File: config.mk
export PLATFORM = sky130hd
export DESIGN_NAME = input_event_hub
export DESIGN_NICKNAME = d
export VERILOG_FILES = /design/src/rtl/input_event_pkg.sv /design/src/rtl/debounce_ch.sv /design/src/rtl/input_event_hub.sv
export SDC_FILE = /design/constraint.sdc
export NUM_CORES = 1
export LEC_CHECK = 0
export ABC_AREA = 1
export BUFFER_PORTS_ARGS = -buffer_cell sky130_fd_sc_hd__buf_2
export CORE_UTILIZATION = 25
export CTS_CLUSTER_DIAMETER = 30
export CTS_CLUSTER_SIZE = 28
export DETAILED_ROUTE_END_ITERATION = 10
export GPL_TIMING_DRIVEN = 0
export PLACE_DENSITY = 0.39
export SLEW_MARGIN = 5
export SYNTH_ARGS = -nofsm -noshare
export SYNTH_HDL_FRONTEND = slang
export SYNTH_SLANG_ARGS = --single-unit
File: constraint.sdc
create_clock -name Clk -period 5.45 [get_ports Clk]
set_input_delay 0.2725 -clock Clk [delete_from_list [all_inputs] [get_ports Clk]]
set_output_delay 0.2725 -clock Clk [all_outputs]
set_load 0.01 [all_outputs]
File: src/rtl/input_event_pkg.sv
// rtl/input_event_pkg.sv - event type encoding and code helper shared by the input event hub.
package input_event_pkg;

  localparam int EVT_W = 8;
  localparam int IDX_W = 6;

  typedef enum logic [1:0] {
    BTN_PRESS   = 2'd0,
    BTN_RELEASE = 2'd1,
    CLK_PRESS   = 2'd2,
    CLK_RELEASE = 2'd3
  } evt_type_e;

  function automatic logic [EVT_W-1:0] make_code(input evt_type_e t, input logic [IDX_W-1:0] idx);
    return {t, idx};
  endfunction

endpackage

File: src/rtl/debounce_ch.sv
// rtl/debounce_ch.sv - one button channel: 2-flop synchronizer, stability counter and stable level.
module debounce_ch #(
  parameter int DEBOUNCE_CYC = 250000
) (
  input  logic Clk,
  input  logic Reset,
  input  logic raw,
  output logic level
);

  localparam int CW = $clog2(DEBOUNCE_CYC);

  logic          s1;
  logic          s2;
  logic [CW-1:0] cnt;

  always_ff @(posedge Clk) begin
    if (Reset) begin
      s1    <= 1'b0;
      s2    <= 1'b0;
      cnt   <= '0;
      level <= 1'b0;
    end else begin
      s1 <= raw;
      s2 <= s1;
      // Any return to the stable level restarts the count, so glitches never accumulate.
      if (s2 == level) begin
        cnt <= '0;
      end else if (cnt == CW'(DEBOUNCE_CYC - 1)) begin
        level <= s2;
        cnt   <= '0;
      end else begin
        cnt <= cnt + CW'(1);
      end
    end
  end

endmodule

File: src/rtl/input_event_hub.sv
// rtl/input_event_hub.sv - button/click edge events into a priority-encoded FIFO; INPUT_EVENT_HUB_RELEASE_EVT_EN enables release events.
module input_event_hub
  import input_event_pkg::*;
#(
  parameter int N_BTN        = 2,
  parameter int N_CLK        = 4,
  parameter int DEBOUNCE_CYC = 250000,
  parameter int FIFO_DEPTH   = 8
) (
  input  logic                        Clk,
  input  logic                        Reset,
  input  logic [N_BTN-1:0]            btn_raw,
  input  logic [N_CLK-1:0]            click_raw,
  output logic [N_BTN-1:0]            btn_level,
  output logic                        evt_valid,
  input  logic                        evt_ready,
  output logic [EVT_W-1:0]            evt_code,
  output logic [$clog2(FIFO_DEPTH):0] evt_count,
  output logic                        overflow
);

  localparam int N_SRC  = N_BTN + N_CLK;
  localparam int N_PEND = 2 * N_SRC;
  localparam int AW     = $clog2(FIFO_DEPTH);
  localparam int CW     = AW + 1;

`ifdef INPUT_EVENT_HUB_RELEASE_EVT_EN
  localparam logic REL_EN = 1'b1;
`else
  localparam logic REL_EN = 1'b0;
`endif

  logic [N_BTN-1:0]  btn_stable;
  logic [N_CLK-1:0]  clk_s1;
  logic [N_CLK-1:0]  clk_s2;
  logic [N_SRC-1:0]  lvl;
  logic [N_SRC-1:0]  lvl_d;
  logic [N_PEND-1:0] pend;
  logic [N_PEND-1:0] set;
  logic [N_PEND-1:0] clr;
  logic              hit;
  logic              push;
  logic              pop;
  int                sel;
  logic [EVT_W-1:0]  push_code;
  logic [EVT_W-1:0]  mem [FIFO_DEPTH];
  logic [AW-1:0]     wr_ptr;
  logic [AW-1:0]     rd_ptr;

  for (genvar i = 0; i < N_BTN; i++) begin : g_db
    debounce_ch #(.DEBOUNCE_CYC(DEBOUNCE_CYC)) u_db (
      .Clk   (Clk),
      .Reset (Reset),
      .raw   (btn_raw[i]),
      .level (btn_stable[i])
    );
  end

  assign btn_level = btn_stable;
  assign lvl       = {clk_s2, btn_stable};

  // Pending bit 2*s is the press of source s, 2*s+1 its release; buttons occupy the low sources.
  always_comb begin
    set = '0;
    for (int s = 0; s < N_SRC; s++) begin
      set[2*s]   = lvl[s] & ~lvl_d[s];
      set[2*s+1] = ~lvl[s] & lvl_d[s] & REL_EN;
    end
  end

  // Lowest pending bit wins, which yields buttons first, low index first, press first.
  always_comb begin
    hit       = 1'b0;
    sel       = 0;
    push_code = '0;
    for (int p = N_PEND - 1; p >= 0; p--) begin
      if (pend[p]) begin
        hit       = 1'b1;
        sel       = p;
        push_code = make_code(evt_type_e'({1'(p >= 2 * N_BTN), p[0]}),
                              IDX_W'((p < 2 * N_BTN) ? p / 2 : p / 2 - N_BTN));
      end
    end
  end

  assign push      = hit && (evt_count < CW'(FIFO_DEPTH));
  assign clr       = push ? (N_PEND'(1) << sel) : '0;
  assign evt_valid = (evt_count != '0);
  assign pop       = evt_valid && evt_ready;
  assign evt_code  = evt_valid ? mem[rd_ptr] : '0;

  always_ff @(posedge Clk) begin
    if (push) mem[wr_ptr] <= push_code;
  end

  always_ff @(posedge Clk) begin
    if (Reset) begin
      clk_s1    <= '0;
      clk_s2    <= '0;
      lvl_d     <= '0;
      pend      <= '0;
      overflow  <= 1'b0;
      wr_ptr    <= '0;
      rd_ptr    <= '0;
      evt_count <= '0;
    end else begin
      clk_s1 <= click_raw;
      clk_s2 <= clk_s1;
      lvl_d  <= lvl;
      pend   <= (pend & ~clr) | set;
      if (|(set & pend & ~clr)) overflow <= 1'b1;
      if (push) wr_ptr <= wr_ptr + AW'(1);
      if (pop)  rd_ptr <= rd_ptr + AW'(1);
      case ({push, pop})
        2'b10:   evt_count <= evt_count + CW'(1);
        2'b01:   evt_count <= evt_count - CW'(1);
        default: evt_count <= evt_count;
      endcase
    end
  end

endmodule
==> flow_summary_export.csv, run 1 <==
group,metric,value,unit
synthesis,async_reset_ff_share,0,%
sta,tightest_slew,750.5,ps
worst_setup_path,timing.rr.start,"pend[0]",
route,drt_first_pass_iters,4,
placed_design,place_worst_setup_slack,2951,ps
sta,period_needed,2540,ps
synthesis,synth_seq_cells,114,
synthesis,synth_edf_count,32,
pwr,p_total,2.570,mW
placed_design,place_area,0.005318,mm²
global_route,grt_use_total,11.81,%
sta,setup_tns,0,ps
finish,fin_area,0.005979,mm²
finish,regArea,0.002603,mm²
sta,skew,7.447,ps
synthesis,netlist_instances,587,
die,coreArea,0.01889,mm²
clock_tree,insertion_delay,420,ps
finish,nFillCells,2027,
synthesis,synth_flop_cell,"dfxtp_1",
die,die-area,0.02009,mm²
min_path,min_from,"click_raw[0]",
sta,post-route-period-util,46.60,%
clock_tree,htree_levels,4,
sta,setup_viol_count_final,0,
worst_setup_path,crit_fanout,5,
route,vias,3745,
clock_tree,cts_tree,"yes",
clock_tree,clockBufferDepth,2,
synthesis,synth_area,0.004881,mm²
route,wl_per_cell,11.54,µm
clock_tree,cts_setup_buffers,0,
route,wl,10410,µm
sta,slew_viol_final,0,
route,drc,0,
pwr,power_density,429.9,mW/mm²
sta,relSlewSlack,49.73,%
placed_design,port_buffers,20,
sta,max_freq,0.3938,GHz
global_route,grt_max_degree,17,
finish,area_delta_synth_final,22.51,%
worst_setup_path,crit_path_start,"pend[0]",
synthesis,yosysWarnings,0,
global_route,antenna_found_initial,0,
route,ant_nets,0,
placed_design,dp_hpwl,7553,µm
global_route,grt.overflow.total,0,
die,io_pins,25,
worst_setup_path,worstSetupEndpointType,"flip-flop",
worst_setup_path,start_kind,"flip-flop",
finish,final_cells,902,
die,dieWidth,141.7,µm
pwr,leakage,2.390,nW
finish,num_antenna_cells,0,
min_path,hp-class,"input pin to flip-flop",
sta,fin_ws,2910,ps
run_status,outcome,"completed",
finish,multi_input_area,0.001829,mm²
route,via_per_inst,4.152,
clock_tree,clockRootBuffer,"clkbuf_16",
finish,drive_above_1_share,14.02,%
synthesis,synth_cell_types,41,
worst_setup_path,critPathKind,"flip-flop to flip-flop",
synthesis,yosysSeqAreaShare,53.32,%
placed_design,routabilityCongestion,0.7660,
route,drt_iter0_drc,141,
synthesis,syn_avg_cell_area,8.315,µm²
die,chipHeight,141.7,µm
clock_tree,path_clk_slew,60,ps
clock_tree,cts_sinks,114,
clock_tree,cts_repair_resize_count,0,
finish,nets,645,
worst_setup_path,required,5800,ps
worst_setup_path,worstPathArrival,2890,ps
run,maxCapViolations,0,
die,rows,50,
sta,final-hold-violation-count,0,
die,start_util,25.83,%
pwr,ir_drop,0.2200,mV
global_route,grt_pass1_wl,17970,µm
sta,rsz0062_at_grt,"no",
placed_design,dpl.cell_count,870,
clock_tree,cts_hold_buf,0,
global_route,grt_pass1_vias,3763,
clock_tree,cts_buffers,17,
[critical path, stage by stage, from the launching register on]
cell     delay, ps
dfxtp_1        290
inv_1           90
nand2_1        120
nor3_2         230
nand2_1        140
inv_1           70
nor2_1          50
inv_1           70
nand2_1        110
inv_1          160
ha_1           260
xor2_1         230
a32oi_1        150
nand2_1         90
nand2_1         50
nor2_1         130
o21ai_0         90
a21oi_1        140
[cell type report]
cell class	instances	area share [%]
plain buffers	16	1.423
clock buffers	20	8.182
clock inverters	12	2.888
inverters	100	6.277
multi-input cells	360	30.59
flip-flops and latches	114	43.52
well taps	260	5.440
repair buffers	20	1.674
[metrics by stage]
step	utilization (%)	hold WS [ps]
floorplan	-	379.5
global placement	28.15	390.9
detailed placement	28.15	391.6
CTS	31.65	28.33
global route	31.65	45.59
finish	31.65	46.97
[worst paths after layout]
check,cells after the start,slack [ps],to
worst min register to register,2,400,clk_s2[3]
worst max register to register,17,2910,evt_count[3]
worst min-delay path,3,50,clk_s1[0]
worst max-delay path,17,2910,evt_count[3]
[layout by cell type (no fill, tap or decap), types with 3 or more instances in the layout]
cell type and n:
a21oi_1 40, a31oi_1 5, buf_2 22, buf_4 6, bufinv_16 4, clkbuf_1 8
clkbuf_16 19, clkinv_2 3, conb_1 4, dfxtp_1 82, edfxtp_1 32, ha_1 7
inv_1 95, inv_2 5, nand2_1 71, nand3_1 24, nand4_1 6, nor2_1 103
nor2_2 6, nor3_1 7, nor3b_1 3, nor4_1 3, o211ai_1 4, o21a_1 4
o21ai_0 37, o21ai_1 3, o22ai_1 4, or2_2 4, xor2_1 5
[state kept, by name, indices dropped and copies added (netlist names), named ones only]
signal	count
overflow	1
mem	32
lvl_d	6
pend	12
clk_s1	4
g_db.u_db.level	2
g_db.u_db.cnt	36
g_db.u_db.s1	2
wr_ptr	3
rd_ptr	3
evt_count	4
clk_s2	4
g_db.u_db.s2	2
[report_power, final]
part           total [mW]  internal (mW)  leakage, nW  switching, mW
registers           0.956          0.923        0.957         0.0335
clock network        1.23          0.830        0.327          0.402
logic               0.382          0.130         1.11          0.252
total                2.57           1.88         2.39          0.688
[synthesized netlist by cell type (2+ instances only)]
| cell type | instances | share of area (%) |
|---|---|---|
| nor4_1 | 3 | 0.38 |
| o21ai_1 | 3 | 0.31 |
| nand4_1 | 6 | 0.77 |
| buf_4 | 6 | 0.92 |
| inv_2 | 5 | 0.38 |
| o211ai_1 | 4 | 0.62 |
| nand2_1 | 71 | 5.5 |
| edfxtp_1 | 32 | 20 |
| nor3_4 | 2 | 0.67 |
| dfxtp_1 | 82 | 34 |
| o21a_1 | 4 | 0.62 |
| ha_1 | 7 | 1.8 |
| o22ai_1 | 4 | 0.51 |
| o21ai_0 | 37 | 3.8 |
| or2_2 | 4 | 0.51 |
| a21oi_1 | 40 | 4.1 |
| xor2_1 | 5 | 0.90 |
| nor3_2 | 2 | 0.41 |
| inv_1 | 95 | 7.3 |
| a31oi_1 | 5 | 0.64 |
| clkbuf_1 | 8 | 0.62 |
| nand3_2 | 2 | 0.41 |
| buf_2 | 2 | 0.21 |
| nand3_1 | 24 | 2.5 |
| nor3_1 | 7 | 0.72 |
| nor2_1 | 103 | 7.9 |
| nor2_2 | 6 | 0.77 |
| nor2_4 | 2 | 0.46 |
| nor3b_1 | 3 | 0.46 |
| nand4_2 | 2 | 0.51 |
[per-layer routing]
metal	GRT usage (%)	wire [µm]
met4	5.603	213
met1	13.74	4823
met3	3.442	329
met5	0	0
met2	19.91	5044
[cell families after synthesis]
family	Yosys count	share of synthesized area (%)
flip-flops	114	53.32
AND/OR/NAND/NOR	241	22.69
XOR/XNOR	6	1.077
other	1	0.07683
adder cells (fa/ha/maj)	7	1.794
AO/OA/AOI/OAI	102	11.61
buffers and inverters	116	9.433
Power figures use the tool's default switching activity.
==> inputs of run 2 (changes only) <==
--- a/config.mk
+++ b/config.mk
@@ -12,7 +12,7 @@
 export CTS_CLUSTER_SIZE = 28
 export DETAILED_ROUTE_END_ITERATION = 10
 export GPL_TIMING_DRIVEN = 0
-export PLACE_DENSITY = 0.39
+export PLACE_DENSITY = 0.41
 export SLEW_MARGIN = 5
 export SYNTH_ARGS = -nofsm -noshare
 export SYNTH_HDL_FRONTEND = slang
==> constraint.sdc (replaced) <==
create_clock -name Clk -period 2.1 [get_ports Clk]
set_input_delay 0.105 -clock Clk [delete_from_list [all_inputs] [get_ports Clk]]
set_output_delay 0.105 -clock Clk [all_outputs]
set_load 0.01 [all_outputs]
==> flow_summary_export.csv, run 2 (synthesized netlist as in run 1, its figures left out) <==
group,metric,value,unit
route,wl,10330,µm
finish,nets,660,
sta,final-hold-violation-count,0,
global_route,grt_pass1_wl,17460,µm
global_route,grt_pass1_vias,3607,
worst_setup_path,required,2410,ps
die,dieWidth,141.7,µm
worst_setup_path,critPathKind,"flip-flop to flip-flop",
placed_design,dpl.cell_count,870,
die,chipHeight,141.7,µm
route,wl_per_cell,11.26,µm
finish,mostFrequentLayoutCells,"nor2_1 (95), inv_1 (86), dfxtp_1 (74), nand2_1 (67), a21oi_1 (39)",
run,maxCapViolations,0,
clock_tree,insertion_delay,410,ps
global_route,antenna_found_initial,0,
route,via_per_inst,4.093,
sta,tightest_slew,673.3,ps
clock_tree,cts_buffers,17,
finish,top_regs,"g_db.u_db.cnt: 36 flops, mem: 32 flops, pend: 12 flops",
finish,regMostFlops,"g_db.u_db.cnt",
clock_tree,cts_tree,"yes",
clock_tree,cts_sinks,114,
finish,num_antenna_cells,0,
die,coreArea,0.01889,mm²
clock_tree,clockBufferDepth,2,
sta,slew_viol_final,0,
pwr,ir_drop,0.6174,mV
global_route,grt.overflow.total,0,
min_path,min_from,"evt_ready",
clock_tree,path_clk_slew,50,ps
worst_setup_path,crit_path_start,"pend[1]",
route,vias,3753,
die,start_util,25.83,%
run_status,outcome,"completed",
global_route,grt_use_total,11.30,%
global_route,grt_max_degree,17,
die,io_pins,25,
route,drt_iter0_drc,194,
pwr,p_total,6.719,mW
finish,area_delta_synth_final,28.12,%
route,drc,0,
clock_tree,htree_levels,4,
sta,post-route-period-util,98.04,%
worst_setup_path,crit_fanout,4,
min_path,hp-class,"input pin to flip-flop",
route,ant_nets,0,
finish,final_cells,917,
worst_setup_path,start_kind,"flip-flop",
sta,skew,7.367,ps
finish,final_common_cell,"nor2_1",
die,die-area,0.02009,mm²
worst_setup_path,timing.rr.start,"pend[1]",
sta,relSlewSlack,54.95,%
placed_design,port_buffers,20,
sta,max_freq,0.4857,GHz
sta,rsz0062_at_grt,"yes",
sta,period_needed,2059,ps
clock_tree,clockRootBuffer,"clkbuf_16",
pwr,leakage,2.454,nW
placed_design,routabilityCongestion,0.8002,
route,drt_first_pass_iters,5,
placed_design,dp_hpwl,7235,µm
worst_setup_path,worstPathArrival,2370,ps
pwr,power_density,1074,mW/mm²
worst_setup_path,worstSetupEndpointType,"flip-flop",
die,rows,50,
finish,largest_register_ffs,36,
sta,setup_viol_count_final,0,
finish,drive_above_1_share,21.46,%
run 2: cell types whose count changed in the layout (fill, tap and decap cells not counted), sizes merged:
cell,change
clkinvlp,+4
dlygate4sd3,+6
buf,+10
inv,-1
clkbuf,-3
clkinv,-1
run 2: path summary, 6_finish.rpt:
kind / end / slack, ps / cells after the start
min reg2reg: g_db[0].u_db.s2 / 390 / 2
max: evt_count[2] / 40 / 16
max reg2reg: evt_count[2] / 40 / 16
min: rd_ptr[1] / 80 / 4
run 2: per-layer routing:
| metal | track usage [%] | vias up | routed length [µm] |
|---|---|---|---|
| met1 | 13.95 | 1685 | 5062 |
| met2 | 17.89 | 48 | 4801 |
| li1 | - | 2009 | - |
| met4 | 4.924 | 0 | 114 |
| met5 | 0 | - | 0 |
| met3 | 3.814 | 11 | 352 |
run 2: through the flow:
| stage | setup TNS (ps) | worst slack [ps] | hold slack, ps | cell area, µm² | util [%] |
|---|---|---|---|---|---|
| 2_1_floorplan | 0 | 0.4676 | 212.0 | 4905 | - |
| 3_3_place_gp | -1150 | -276.2 | 306.5 | 5330 | 28.21 |
| 3_5_place_dp | -1306 | -332.3 | 310.7 | 5330 | 28.21 |
| 4_1_cts | 0 | 2.024 | 90.48 | 6081 | 32.19 |
| 5_1_grt | -118.7 | -72.86 | 130.2 | 6254 | 33.10 |
| 6_report | 0 | 41.14 | 82.88 | 6254 | 33.10 |
run 2: critical path, cell delays in order (launching register included):
cell and delay [ps]:
dfxtp_2 320, inv_2 70, nand2_4 70, nor3_4 190
nand2_2 100, inv_2 80, nor2_4 40, inv_2 60
nand2_4 50, inv_4 70, ha_4 200, xor2_4 170
ha_2 200, a21oi_2 40, xnor2_1 130, o21ai_1 130
inv_1 40
run 2: repair_timing:
action	CTS	global route
hold endpoints to repair	6	0
pin swaps	3	9
hold buffers	6	0
setup endpoints to repair	18	43
resized for setup	16	38
setup buffers	4	7
run 2: layout make-up:
class	count	area, µm²
clock inverter	14	186.4
timing repair buffer	37	242.7
inverter	100	381.6
sequential	114	2615
clock buffer	18	429.2
buffer	14	82.58
tap	260	325.3
multi-input combinational	360	1991
fill	2001	12640
run 2: power by group:
part / switching, mW / internal (mW)
Sequential: 0.148 / 2.40
Clock: 1.04 / 1.98
Combinational: 0.673 / 0.473
Total: 1.86 / 4.86
